==> src/rtl/ahb_slave_if_gen2.sv <==
// ahb_slave_if_gen2 -- AHB slave front end for the AHB-APB bridge.
// Decodes NUM_SEL peripheral regions and holds the accepted address phase.
// Mapped transfers are queued in a request FIFO toward the APB controller.
// Writes are posted. A read inserts wait states until its data returns.
// Unmapped addresses get the two-cycle AHB ERROR response.
// Ports:
//   hclk, hreset             clock, asynchronous active-high reset
//   hsel_bridge, hready_in,
//   htrans, hwrite, haddr,
//   hwdata                   AHB request side
//   hready_out, hresp,
//   hrdata                   AHB response side
//   req_valid/req_ready,
//   req_write/addr/wdata/sel FIFO head toward the APB controller
//   rd_valid, rd_data        read data return from the APB controller
module ahb_slave_if_gen2 #(
  parameter int unsigned       ADDR_W       = 32,
  parameter int unsigned       DATA_W       = 32,
  parameter int unsigned       NUM_SEL      = 3,
  parameter logic [ADDR_W-1:0] BASE_ADDR    = 32'h8000_0000,
  parameter int unsigned       REGION_SHIFT = 26,
  parameter int unsigned       FIFO_DEPTH   = 2
) (
  input  logic               hclk,
  input  logic               hreset,
  input  logic               hsel_bridge,
  input  logic               hready_in,
  input  logic [1:0]         htrans,
  input  logic               hwrite,
  input  logic [ADDR_W-1:0]  haddr,
  input  logic [DATA_W-1:0]  hwdata,
  output logic               hready_out,
  output logic [1:0]         hresp,
  output logic [DATA_W-1:0]  hrdata,
  output logic               req_valid,
  input  logic               req_ready,
  output logic               req_write,
  output logic [ADDR_W-1:0]  req_addr,
  output logic [DATA_W-1:0]  req_wdata,
  output logic [NUM_SEL-1:0] req_sel,
  input  logic               rd_valid,
  input  logic [DATA_W-1:0]  rd_data
);

  localparam int unsigned PTR_W = (FIFO_DEPTH > 1) ? $clog2(FIFO_DEPTH) : 1;
  localparam int unsigned CNT_W = $clog2(FIFO_DEPTH + 1);

  typedef enum logic [2:0] {
    DP_IDLE,
    DP_WRITE,
    DP_READ,
    DP_ERR1,
    DP_ERR2
  } state_t;

  state_t state, state_nxt;

  // Address decode
  logic [ADDR_W-1:0]  idx;
  logic               mapped;
  logic [NUM_SEL-1:0] sel;

  always_comb begin
    idx    = (haddr - BASE_ADDR) >> REGION_SHIFT;
    mapped = (haddr >= BASE_ADDR) && (idx < ADDR_W'(NUM_SEL));
    sel    = '0;
    for (int unsigned i = 0; i < NUM_SEL; i++) begin
      if (mapped && (idx == ADDR_W'(i))) sel[i] = 1'b1;
    end
  end

  logic accept, take;
  assign accept = hready_in && hsel_bridge && ((htrans == 2'b10) || (htrans == 2'b11));
  // A new address phase only lands when the current data phase completes.
  assign take   = accept && hready_out;

  // Address-phase holding register
  logic [ADDR_W-1:0]  addr_q;
  logic [NUM_SEL-1:0] sel_q;

  always_ff @(posedge hclk or posedge hreset) begin
    if (hreset) begin
      addr_q <= '0;
      sel_q  <= '0;
    end else if (take) begin
      addr_q <= haddr;
      sel_q  <= sel;
    end
  end

  // Request FIFO storage and bookkeeping
  logic              fifo_write [FIFO_DEPTH];
  logic [ADDR_W-1:0] fifo_addr  [FIFO_DEPTH];
  logic [DATA_W-1:0] fifo_wdata [FIFO_DEPTH];
  logic [NUM_SEL-1:0] fifo_sel  [FIFO_DEPTH];
  logic [PTR_W-1:0]  wr_ptr, rd_ptr;
  logic [CNT_W-1:0]  count;
  logic              has_space, push, pop;
  logic              push_write;
  logic [DATA_W-1:0] push_wdata;

  // Space is judged on the pre-pop count, so a full FIFO never push/pops.
  assign has_space = (count < CNT_W'(FIFO_DEPTH));
  assign req_valid = (count != '0);
  assign pop       = req_valid && req_ready;

  // Read tracking and response data
  logic              issued;
  logic              rd_done;
  logic [DATA_W-1:0] hrdata_q;

  // State register
  always_ff @(posedge hclk or posedge hreset) begin
    if (hreset) state <= DP_IDLE;
    else        state <= state_nxt;
  end

  // Next-state logic
  always_comb begin
    state_nxt = state;
    if (hready_out) begin
      if (take)        state_nxt = !mapped ? DP_ERR1 : (hwrite ? DP_WRITE : DP_READ);
      else             state_nxt = DP_IDLE;
    end else if (state == DP_ERR1) begin
      state_nxt = DP_ERR2;
    end
  end

  // Output logic
  always_comb begin
    hready_out = 1'b1;
    hresp      = 2'b00;
    push       = 1'b0;
    push_write = 1'b0;
    push_wdata = '0;
    rd_done    = 1'b0;
    unique case (state)
      DP_WRITE: begin
        push       = has_space;
        push_write = 1'b1;
        push_wdata = hwdata;
        hready_out = has_space;
      end
      DP_READ: begin
        push       = has_space && !issued;
        rd_done    = rd_valid && issued;
        hready_out = rd_done;
      end
      DP_ERR1: begin
        hresp      = 2'b01;
        hready_out = 1'b0;
      end
      DP_ERR2: begin
        hresp      = 2'b01;
      end
      default: ;
    endcase
  end

  always_ff @(posedge hclk or posedge hreset) begin
    if (hreset) begin
      issued   <= 1'b0;
      hrdata_q <= '0;
    end else begin
      if (rd_done) begin
        issued   <= 1'b0;
        hrdata_q <= rd_data;
      end else if (push && (state == DP_READ)) begin
        issued   <= 1'b1;
      end
    end
  end

  assign hrdata = rd_done ? rd_data : hrdata_q;

  always_ff @(posedge hclk or posedge hreset) begin
    if (hreset) begin
      wr_ptr <= '0;
      rd_ptr <= '0;
      count  <= '0;
    end else begin
      if (push) wr_ptr <= wr_ptr + 1'b1;
      if (pop)  rd_ptr <= rd_ptr + 1'b1;
      unique case ({push, pop})
        2'b10:   count <= count + 1'b1;
        2'b01:   count <= count - 1'b1;
        default: ;
      endcase
    end
  end

  always_ff @(posedge hclk) begin
    if (push) begin
      fifo_write[wr_ptr] <= push_write;
      fifo_addr[wr_ptr]  <= addr_q;
      fifo_wdata[wr_ptr] <= push_wdata;
      fifo_sel[wr_ptr]   <= sel_q;
    end
  end

  // Head fields read as zero while the FIFO is empty.
  assign req_write = req_valid && fifo_write[rd_ptr];
  assign req_addr  = req_valid ? fifo_addr[rd_ptr]  : '0;
  assign req_wdata = req_valid ? fifo_wdata[rd_ptr] : '0;
  assign req_sel   = req_valid ? fifo_sel[rd_ptr]   : '0;

endmodule

==> config.mk <==
export PLATFORM = sky130hd
export DESIGN_NAME = ahb_slave_if_gen2
export DESIGN_NICKNAME = d
export VERILOG_FILES = /design/src/rtl/ahb_slave_if_gen2.sv
export SDC_FILE = /design/constraint.sdc
export NUM_CORES = 1
export LEC_CHECK = 0
export CAP_MARGIN = 20
export CORE_ASPECT_RATIO = 0.9
export CORE_MARGIN = 4
export CORE_UTILIZATION = 44
export DETAILED_ROUTE_END_ITERATION = 8
export HOLD_SLACK_MARGIN = 0.1
export PLACE_DENSITY_LB_ADDON = 0.12
export SLEW_MARGIN = 20
export SYNTH_ARGS = -nofsm -noshare
export SYNTH_HDL_FRONTEND = slang
export SYNTH_SLANG_ARGS = --single-unit
==> constraint.sdc <==
create_clock -name hclk -period 4.5 [get_ports hclk]
set_clock_uncertainty 0.15 [all_clocks]
set_input_delay 0.9 -clock hclk [delete_from_list [all_inputs] [get_ports hclk]]
set_output_delay 0.9 -clock hclk [all_outputs]
set_load 0.01 [all_outputs]
# After elaboration in Yosys (flattened, before gate mapping)
# Memory sizes are Yosys's and may differ from the RTL's.
# Cells that the tools add are included.
[word_totals]
output_inout_bits = 104
mem_count = 4
mem_bits_rw = 136
inputBits = 105
wordCells = 73
regBits = 75
[mem_list]
columns = ["name", "words", "width", "read_ports", "rd_clocked_by_memory_dff", "write_ports", "line_no", "text"]
rows = [
  ["fifo_addr", 2, 32, 1, 0, 1, "93", "logic [ADDR_W-1:0] fifo_addr [FIFO_DEPTH];"],
  ["fifo_wdata", 2, 32, 1, 0, 1, "94", "logic [DATA_W-1:0] fifo_wdata [FIFO_DEPTH];"],
  ["fifo_sel", 2, 3, 1, 0, 1, "95", "logic [NUM_SEL-1:0] fifo_sel [FIFO_DEPTH];"],
  ["fifo_write", 2, 1, 1, 0, 1, "92", "logic fifo_write [FIFO_DEPTH];"],
]
[classes]
magnitude_cmp = 3
n_addsub = 5
n_eq_ne = 10
reduce_logical = 20
n_mux = 23
[ops]
columns = ["cell", "count"]
rows = [
  ["2-to-1 mux 32 bit", 4],
  [">= comparator 32 bit, second input constant", 1],
  ["logical NOT 32 bit", 1],
  ["subtractor 32 bit, second input constant", 1],
  ["logical AND 1 bit", 12],
  ["2-to-1 mux 1 bit", 10],
  ["2-to-1 mux 3 bit", 3],
  ["nonzero test 2 bit", 4],
  ["equality test 2 bit, second input constant", 3],
  ["equality test 3 x 2 -> 1 bit, second input constant", 2],
  ["equality test 6 x 1 -> 1 bit, second input constant", 1],
  ["equality test 6 x 2 -> 1 bit, second input constant", 1],
  ["less-than comparator 6 x 2 -> 1 bit, second input constant", 1],
  ["2-to-1 mux 2 bit", 3],
  ["one-hot mux 2 bit (2 select lines)", 1],
  ["equality test 3 x 1 -> 1 bit, second input constant", 1],
  ["equality test 3 bit, second input constant", 1],
  ["one-hot mux 1 bit (3 select lines)", 1],
  ["adder 1 bit, second input constant", 2],
  ["adder 2 x 1 -> 2 bit, second input constant", 1],
  ["equality test 2 x 1 -> 1 bit, second input constant", 1],
  ["less-than comparator 2 bit, second input constant", 1],
  ["one-hot mux 1 bit (2 select lines)", 1],
  ["OR reduction 2 bit", 1],
  ["3 further kinds", 3],
]

# Longest topological paths before layout
# Gate-level depths: netlist of the first run.
[depth]
ltp_word = 6
ltp_mapped = 7
mapped_depth_nobuf = 7

# Worst setup path before layout of the first run
# No wires, ideal clock.
[synth_timing]
path_type = "reg-to-reg"
start = "register state[0]"
end = "memory fifo_addr[0][0] (enable)"
path_buffers = 1
setup_slack_ns = 0.102
t_arrival_ns = 3.753
period_less_slack_ns = 4.398
setup_time_ns = 0.495
stages_incl_launch_ff = 5
required_ns = 3.855
path_cell_list = "dfrtp_1 -> clkbuf_1 -> nor2b_1 -> o21ai_0 -> nor2_1"
[synth_via]
elab_chain_len = 4
elab_cells_between_ends = 5
cone_classes = "2 x eq/ne; 3 x mux"
[synth_rtl]
columns = ["item", "line_no", "text"]
rows = [
  ["start: declaration", "56", "state_t state, state_nxt;"],
  ["start signal: assignment", "115", "else state <= state_nxt;"],
  ["equality test 3 x 2 -> 1 bit or equality test 3 x 1 -> 1 bit (tied branches)", "137", "unique case (state)"],
  ["one-hot mux 1 bit (2 select lines) (*)", "137", ""],
  ["2-to-1 mux 1 bit (*)", "193", "if (push) begin"],
  ["2-to-1 mux 1 bit (not written as such) (*)", "195", "fifo_addr[wr_ptr] <= addr_q;"],
  ["end: declaration", "93", ""],
]
# Mark *: on every way between the ends. The rest lies on a longest branch, timed or not.

# Final worst setup path of the first run
[layout_timing]
start = "input rd_valid"
end = "output hrdata[2]"
[layout_via]
elab_chain_len = 3
[layout_rtl]
columns = ["item", "line_no", "text"]
rows = [
  ["start: declaration", "41", "input logic rd_valid,"],
  ["logical AND 1 bit", "146", "rd_done = rd_valid && issued;"],
  ["2-to-1 mux 1 bit", "137", ""],
  ["2-to-1 mux 32 bit", "--", ""],
  ["end: declaration", "34", "output logic [DATA_W-1:0] hrdata,"],
]
# Every way passes these cells.

==> results_dict.tcl, run 1 <==
set metrics [dict create \
    worstRegToRegCells 4 \
    grt_pass1_vias 5308 \
    ys_top_cells_by_area "edfxtp_1, dfrtp_1, mux2i_1" \
    period_minus_slack_ns 4.029 \
    port_buffers 206 \
    hold_start "addr_q[15]" \
    gp_congestion 0.7392 \
    pwr-share-clk 0.235 \
    min_to "fifo_addr[1][15]" \
    drt-pass1-iter-count 4 \
    drt-initial-drc-count 222 \
    start_util 0.4525 \
    required_ns 3.45 \
    relSlewSlack 0.3952 \
    postCtsResizedCells 0 \
    rr_startpoint "state[0]" \
    finalHoldViolCount 0 \
    max_cap_viol_count 0 \
    tightest_slew_ns 0.8976 \
    setup_tns_ns 0 \
    synth_top_area_share 0.4872 \
    dp_hpwl_um 11320 \
    yosysTopAreaCell "edfxtp_1" \
    r2r-end "fifo_addr[1][22]" \
    grt_max_degree 53 \
    power_frac_comb 0.368 \
    synthAdderAreaFrac 0.001493 \
    worstHoldPathCells 0 \
    rows 47 \
    synth-seq-cells 211 \
    dieArea_mm2 0.02133 \
    synth_cells 518 \
    p_seq_frac 0.396 \
    clock_sinks 211 \
    wl_per_cell_um 17.57 \
    synth_mux_area_frac 0.1837 \
    clk_pin_slew_ns 0.06 \
    report.final.setup_viol 0 \
    clock_path_buffers 3 \
    drive_above_1_share 0.1074 \
    path_class "primary input to output port" \
    switching_share 0.2945 \
    grt_setup_unrepaired "false" \
    synth_compound_area_frac 0.007761 \
    pwr_density_cell_mw_per_mm2 659.9 \
    drt_wl_total_um 17400 \
    leakage_nw 4.552 \
    syn_nets 624 \
    mappedNetlistArea_mm2 0.008383 \
    start_kind "primary input" \
    viasPerCell 4.870 \
    crit_fanout 33 \
    ios 209 \
    drc 0 \
    p_int_w 0.005341 \
    layout_common_cells "clkdlybuf4s50_1, edfxtp_1, dfrtp_1, nor2_1, mux2i_1" \
    core_mm2 0.01852 \
    seq_area_frac_synth 0.7110 \
    cts_buffers 23 \
    grt_antenna_before_repair 0 \
    tritoncts "yes" \
    status "completed" \
    cts_root_buf "clkbuf_16" \
    grt_usage 0.1608 \
    syn_to_final_growth_pct 36.87 \
    synthXorXnorAreaFrac 0.005224 \
    synth_simple_gate_area_frac 0.07030 \
    die_w_um 153.5 \
    ir_worst_vdd_v 0.0003478 \
    vias 4821 \
    switchingPower_w 0.002230 \
    diodes 0 \
    synth_area_per_cell_um2 16.18 \
    post-cts-setup-buffers 0 \
    reg2reg_slack_ns 1.99 \
    endpoint_kind "output port" \
    cts.htree.levels 1 \
    maxSlewViolCount 0 \
    cts_hold_buf 0 \
    fillers 1398 \
    nets 835 \
    hp-class "flip-flop to flip-flop" \
    layout_commonest_cell "clkdlybuf4s50_1" \
    grt-ovfl-total 0 \
    fin_util 0.6194 \
    ys_types 34 \
    synth_top_family_by_area "multiplexers" \
    fmax_ghz 0.2482 \
    die_h_um 138.9 \
    antenna_left 0 \
    insertion_delay_ns 0.49 \
    fin_crit_sh 0.8954 \
    cp.arrival_ns 2.98 \
    synth_warnings 0 \
    grt_pass1_wl_um 27970 \
]
## cell usage after synthesis, drive strengths merged
master,n
edfxtp,136
dfrtp,75
nor2,74
mux2i,68
mux2,67
and2,34
buf,18
clkbuf,10
inv,4
nor2b,4
nor3b,3
xnor2,3
a211oi,2
nand2,2
nor3,2
o22ai,2
xor2,2
a21o,1
a221o,1
a22oi,1
conb,1
ha,1
nand2b,1
nand3,1
o21a,1
o21ai,1
or2,1
or3,1
or4b,1
## layer usage
layer  global-route usage  part of all wire  up-vias
li1                     -                 -     2276
met1               0.2065              0.43     2362
met2               0.2723              0.48      157
met3              0.04306             0.070       26
met4              0.04275             0.019        0
met5                    0                 0        -
## stage by stage
step / hold WS [ns] / cells / cell area [µm²] / setup slack [ns] / power, W
after detailed placement: 0.3083 / 949 / 10740 / 0.4548 / 0.005878
after global placement: 0.2959 / 949 / 10740 / 0.5099 / 0.005795
after CTS: 0.3172 / 990 / 11470 / 0.4482 / 0.007691
after floorplan: 0.2882 / 518 / 8383 / 0.1024 / 0.004386
final: 0.3142 / 990 / 11470 / 0.4708 / 0.007571
after global routing: 0.3301 / 990 / 11470 / 0.3928 / 0.008004
## worst max-delay path, cell delays in order
cell and delay [ns]:
clkdlybuf4s50_1 0.46, nand2_1 0.09, or3_1 0.35, buf_4 0.27, mux2_1 0.39, clkdlybuf4s50_1 0.51
## logic make-up (layout without fill, tap and decap cells)
| logic type | after synthesis | in the layout |
|---|---|---|
| flip-flops | 211 | 211 |
| multiplexers | 135 | 135 |
| AND/OR/NAND/NOR | 124 | 124 |
| buffers and inverters | 32 | 259 |
| AO/OA/AOI/OAI | 9 | 9 |
| XOR/XNOR | 5 | 5 |
| adder cells (fa/ha/maj) | 1 | 1 |
| other | 1 | 1 |
## worst max-delay path by stage
stage,startpoint,endpoint
finish,rd_valid,hrdata[2]
global route,rd_valid,hrdata[2]
CTS,rd_valid,hrdata[2]
detailed placement,rd_valid,hrdata[2]
global placement,rd_valid,hrdata[20]
floorplan,state[0],fifo_addr[0][0]
## state kept, by name, summed over array words and instances, names as in the netlist
name,cells
sel_q,3
fifo_addr,64
rd_ptr,1
addr_q,32
wr_ptr,1
fifo_wdata,64
hrdata_q,32
fifo_sel,6
state,3
issued,1
count,2
fifo_write,2
## power by group through the flow
| stage | Sequential (W) | Clock, W | Combinational [W] |
|---|---|---|---|
| floorplan | 0.00289 | 0 | 0.00149 |
| global placement | 0.00300 | 0 | 0.00279 |
| detailed placement | 0.00305 | 0 | 0.00283 |
| CTS | 0.00301 | 0.00183 | 0.00285 |
| global route | 0.00307 | 0.00192 | 0.00302 |
| finish | 0.00300 | 0.00178 | 0.00279 |
## final cells by class
type / count / area (µm²) / area share
clock inverter: 6 / 31.28 / 0.002726
inverter: 4 / 16.27 / 0.001418
timing repair buffer: 214 / 2172 / 0.1893
multi-input combinational: 275 / 2281 / 0.1988
tap: 245 / 306.5 / 0.02672
clock buffer: 35 / 701.9 / 0.06118
sequential: 211 / 5964 / 0.5198
Note: power is estimated with default switching activity, not from simulation.
==> inputs of run 2 (changes only) <==
--- a/config.mk
+++ b/config.mk
@@ -11,7 +11,7 @@
 export CORE_UTILIZATION = 44
 export DETAILED_ROUTE_END_ITERATION = 8
 export HOLD_SLACK_MARGIN = 0.1
-export PLACE_DENSITY_LB_ADDON = 0.12
+export PLACE_DENSITY = 0.85
 export SLEW_MARGIN = 20
 export SYNTH_ARGS = -nofsm -noshare
 export SYNTH_HDL_FRONTEND = slang
==> run 2 against run 1 <==
Global-route usage hardly changed. Setup slack better by 0.043 ns. Combinational power is essentially flat. Total power is 0.19% lower. Design area unchanged. Core utilization unchanged. Sequential share of layout area unchanged. Cell count up 0.61%. First-iteration DRC count decreased by 12%. Critical path depth unchanged. Clock power about the same. Critical endpoint is now hrdata[12]. Highest routed layer unchanged.
==> results_dict.tcl, run 2 (synthesis results as in run 1) <==
set metrics [dict create \
    regArea_mm2 0.005964 \
    cts_buffers 22 \
    port_buffers 206 \
    grt_pass1_vias 5266 \
    dieArea_mm2 0.02133 \
    leakage_nw 4.568 \
    power.total_w 0.007557 \
    place_ws_ns 0.5039 \
    syn_to_final_growth_pct 36.87 \
    diodes 0 \
    gp_congestion 0.7895 \
    layout_common_cells "clkdlybuf4s50_1, edfxtp_1, dfrtp_1, nor2_1, mux2i_1" \
    grt_setup_unrepaired "false" \
    start_kind "primary input" \
    drc 0 \
    hp-class "flip-flop to flip-flop" \
    die_h_um 138.9 \
    switching_share 0.2919 \
    clock_sinks 211 \
    p_int_w 0.005351 \
    path_cells "clkdlybuf4s50_1 > nand2_1 > or3_1 > buf_4 > mux2_1 > clkdlybuf4s50_1" \
    core_mm2 0.01852 \
    setup_slack_ns 0.5134 \
    pwr-share-clk 0.236 \
    tritoncts "yes" \
    post-cts-setup-buffers 0 \
    grt-ovfl-total 0 \
    tightest_slew_ns 0.9021 \
    cp.arrival_ns 2.94 \
    cp_slowest_cell "clkdlybuf4s50_1" \
    clock_path_buffers 3 \
    antenna_left 0 \
    vias 4890 \
    viasPerCell 4.910 \
    finalHoldViolCount 0 \
    grt_antenna_before_repair 0 \
    drive_above_1_share 0.1132 \
    report.final.setup_viol 0 \
    maxSlewViolCount 0 \
    setup_tns_ns 0 \
    p_seq_frac 0.395 \
    ios 209 \
    dp_hpwl_um 11900 \
    ir_worst_vdd_v 0.0004061 \
    period_minus_slack_ns 3.987 \
    cts_root_buf "clkbuf_16" \
    timing.critical_path.mode_cell "clkdlybuf4s50_1" \
    multiInputGateArea_mm2 0.002281 \
    rows 47 \
    endpoint_kind "output port" \
    layout_commonest_cell "clkdlybuf4s50_1" \
    crit_fanout 33 \
    wl_per_cell_um 17.48 \
    nets 841 \
    fin_crit_sh 0.8859 \
    required_ns 3.45 \
    drt-pass1-iter-count 4 \
    fillers 1384 \
    max_cap_viol_count 0 \
    grt_max_degree 40 \
    status "completed" \
    fmax_ghz 0.2508 \
    cp_slowest_stage_delay_ns 0.50 \
    insertion_delay_ns 0.49 \
    pwr_density_cell_mw_per_mm2 658.6 \
    start_util 0.4525 \
    relSlewSlack 0.3972 \
    die_w_um 153.5 \
    switchingPower_w 0.002206 \
    cts.htree.levels 1 \
    path_class "primary input to output port" \
    reg.largest.list "fifo_addr x64, fifo_wdata x64" \
    postCtsResizedCells 0 \
    grt_pass1_wl_um 27700 \
    cts_hold_buf 0 \
    drt_wl_total_um 17410 \
    drt-initial-drc-count 195 \
    power_frac_comb 0.369 \
    clk_pin_slew_ns 0.06 \
    grt_usage 0.1613 \
]
-- run 2: cell types whose count changed in the layout (fill, tap and decap cells not counted) --
| cell | before | now |
|---|---|---|
| clkbuf_1 | 5 | 7 |
| clkinv_4 | 1 | 0 |
| clkinv_1 | 2 | 1 |
| clkinv_2 | 4 | 6 |
| buf_4 | 4 | 14 |
| clkbuf_8 | 6 | 2 |
| bufinv_16 | 0 | 2 |
| clkbuf_16 | 24 | 23 |
| buf_12 | 4 | 1 |
-- run 2: stage by stage --
step           hold WS, ns  area, µm²    util  std cells
2_1_floorplan       0.2882       8383       -        518
3_3_place_gp        0.2933      10740  0.5795        955
3_5_place_dp        0.3115      10760  0.5806        956
4_1_cts             0.3249      11470  0.6194        996
5_1_grt             0.3367      11470  0.6194        996
6_report            0.3198      11470  0.6194        996
-- run 2: final cells by class --
type,instances,share of cell area
Timing Repair Buffer,221,0.1906
Tap cell,245,0.02672
Multi-Input combinational cell,275,0.1988
Clock inverter,8,0.007743
Inverter,4,0.001418
Clock buffer,32,0.05485
Sequential cell,211,0.5198
-- run 2: routing by layer --
layer  track usage  routed length (µm)  vias up  share of wire
met5             0                   0        -              0
met4       0.03439                 374        0          0.021
met3       0.06334                1757       27           0.10
met2        0.2663                8325      196           0.48
met1        0.2036                6949     2379           0.40
li1              -                   -     2288              -
-- run 2: power by group through the flow --
stage / logic, W / registers (W) / clock network (W)
3_5_place_dp: 0.00282 / 0.00303 / 0
3_3_place_gp: 0.00278 / 0.00299 / 0
2_1_floorplan: 0.00149 / 0.00289 / 0
6_report: 0.00279 / 0.00299 / 0.00178
5_1_grt: 0.00302 / 0.00305 / 0.00192
4_1_cts: 0.00284 / 0.00300 / 0.00183
-- run 2: final timing paths --
kind                            from                end  slack, ns  cells past startpoint
hold / removal             addr_q[8]    fifo_addr[0][8]       0.32                      0
min in group asynchronous     hreset        hrdata_q[6]       0.66                      2
setup / recovery            rd_valid         hrdata[12]       0.51                      6
max in group asynchronous     hreset             rd_ptr       2.56                      3
setup reg to reg            state[0]  fifo_wdata[0][18]       1.91                      5
hold reg to reg            addr_q[8]    fifo_addr[0][8]       0.32                      0
-- run 2: worst max-delay path, delay by kind of cell --
family	cells	cell delay, ns
buffers and inverters	3	1.22
muxes	1	0.38
and+or+nand+nor	2	0.43
==> inputs of run 3 (changes only) <==
==> constraint.sdc (replaced) <==
create_clock -name hclk -period 4.5 [get_ports hclk]
set_clock_uncertainty 0.15 [all_clocks]
set_input_delay 0.9 -clock hclk [delete_from_list [all_inputs] [get_ports hclk]]
set_output_delay 0.9 -clock hclk [all_outputs]
set_load 0.02 [all_outputs]
==> run 3 against run 2 <==
Setup slack got worse by 0.065 ns. Largest cell class unchanged. Via count barely moved. Sequential share of layout area fell by 0.33 points. Critical endpoint is now hrdata[7].
==> results_dict.tcl, run 3 (synthesis results as in run 1) <==
set metrics [dict create \
    reg2reg_slack_ns 1.76 \
    dieArea_mm2 0.02133 \
    path_delay_family "buffers and inverters" \
    drive_above_1_share 0.1138 \
    relSlewSlack 0.3532 \
    clk_pin_slew_ns 0.05 \
    grt_pass1_vias 5259 \
    pwr_density_cell_mw_per_mm2 708.8 \
    status "completed" \
    endpoint_kind "output port" \
    hp-class "flip-flop to flip-flop" \
    fin_util 0.6234 \
    insertion_delay_ns 0.49 \
    nets 837 \
    start_kind "primary input" \
    crit_fanout 33 \
    gp_congestion 0.7851 \
    regArea_mm2 0.005964 \
    drt-initial-drc-count 192 \
    tritoncts "yes" \
    dp_hpwl_um 11740 \
    max_cap_viol_count 0 \
    fillers 1378 \
    required_ns 3.45 \
    vias 4892 \
    rr_startpoint "state[0]" \
    grt_pass1_wl_um 27750 \
    drt_wl_total_um 17550 \
    min_to "fifo_addr[0][7]" \
    antenna_left 0 \
    cts.htree.levels 1 \
    path_depth 6 \
    die_h_um 138.9 \
    postCtsResizedCells 0 \
    grt_setup_unrepaired "false" \
    r2r-end "fifo_wdata[0][24]" \
    grt_usage 0.1608 \
    cts_buffers 23 \
    finalHoldViolCount 0 \
    cp.arrival_ns 3.00 \
    layout_common_cells "clkdlybuf4s50_1, edfxtp_1, dfrtp_1, nor2_1, mux2i_1" \
    clock_sinks 211 \
    ios 209 \
    multiInputGateArea_mm2 0.002281 \
    fin_crit_sh 0.9003 \
    port_buffers 206 \
    power.total_w 0.008184 \
    setup_slack_ns 0.4488 \
    reg.largest.list "fifo_addr x64, fifo_wdata x64" \
    clock_path_buffers 3 \
    maxSlewViolCount 0 \
    cts_hold_buf 0 \
    layout_commonest_cell "clkdlybuf4s50_1" \
    hold_start "addr_q[7]" \
    syn_to_final_growth_pct 37.75 \
    grt_max_degree 62 \
    setup_tns_ns 0 \
    grt_antenna_before_repair 0 \
    worstRegToRegCells 4 \
    fmax_ghz 0.2468 \
    critPathBufInv 3 \
    cp_slowest_cell "clkdlybuf4s50_1" \
    path_cells "clkdlybuf4s50_1 > nand2_1 > or3_1 > buf_4 > mux2_1 > clkdlybuf4s50_1" \
    period_minus_slack_ns 4.051 \
    worstHoldPathCells 0 \
    start_util 0.4525 \
    leakage_nw 4.576 \
    timing.critical_path.mode_cell "clkdlybuf4s50_1" \
    rows 47 \
    grt-ovfl-total 0 \
    core_mm2 0.01852 \
    tightest_slew_ns 0.9600 \
    place_ws_ns 0.4456 \
    cp_slowest_stage_delay_ns 0.56 \
    wl_per_cell_um 17.69 \
    die_w_um 153.5 \
    drc 0 \
    viasPerCell 4.931 \
    post-cts-setup-buffers 0 \
    ir_worst_vdd_v 0.0004500 \
    cts_root_buf "clkbuf_16" \
    report.final.setup_viol 0 \
    drt-pass1-iter-count 4 \
    path_class "primary input to output port" \
    diodes 0 \
]
run 3: cell types whose count changed in the layout (fill, tap and decap cells not counted), sizes merged:
cell,before,now
buf,15,10
clkinv,7,2
clkinvlp,0,5
bufinv,2,5
clkbuf,32,29
inv,3,4
run 3: worst max-delay path by stage:
stage	startpoint	slack, ns	endpoint
floorplan	state[0]	0.10	fifo_addr[0][0]
global placement	rd_valid	0.45	hrdata[7]
global route	rd_valid	0.36	hrdata[12]
finish	rd_valid	0.45	hrdata[7]
CTS	rd_valid	0.44	hrdata[7]
detailed placement	rd_valid	0.45	hrdata[7]
run 3: area by class of cell:
class | instances | share of cell area
clock buffer | 29 | 0.05353
clock inverter | 12 | 0.01712
inverter | 4 | 0.001517
multi-input combinational | 275 | 0.1975
sequential | 211 | 0.5165
tap | 245 | 0.02655
timing repair buffer | 216 | 0.1872
run 3: report_power, final:
group,switching (W),internal (W),leakage [nW],total (W)
Clock,0.000723,0.00126,0.382,0.00198
Combinational,0.00165,0.00157,2.05,0.00321
Sequential,0.000285,0.00270,2.14,0.00299
run 3: per-layer routing:
metal  GRT usage  routed length (µm)
met5           0                   0
met4     0.03485                 357
met3     0.06583                1878
met2      0.2684                8336
met1      0.1982                6979
run 3: stage by stage:
step           instance area [µm²]  instances  hold WS (ns)
2_1_floorplan                 8383        518        0.2882
3_3_place_gp                 10730        951        0.2954
3_5_place_dp                 10730        951        0.3095
4_1_cts                      11550        992        0.3233
5_1_grt                      11550        992        0.3301
6_report                     11550        992        0.3202
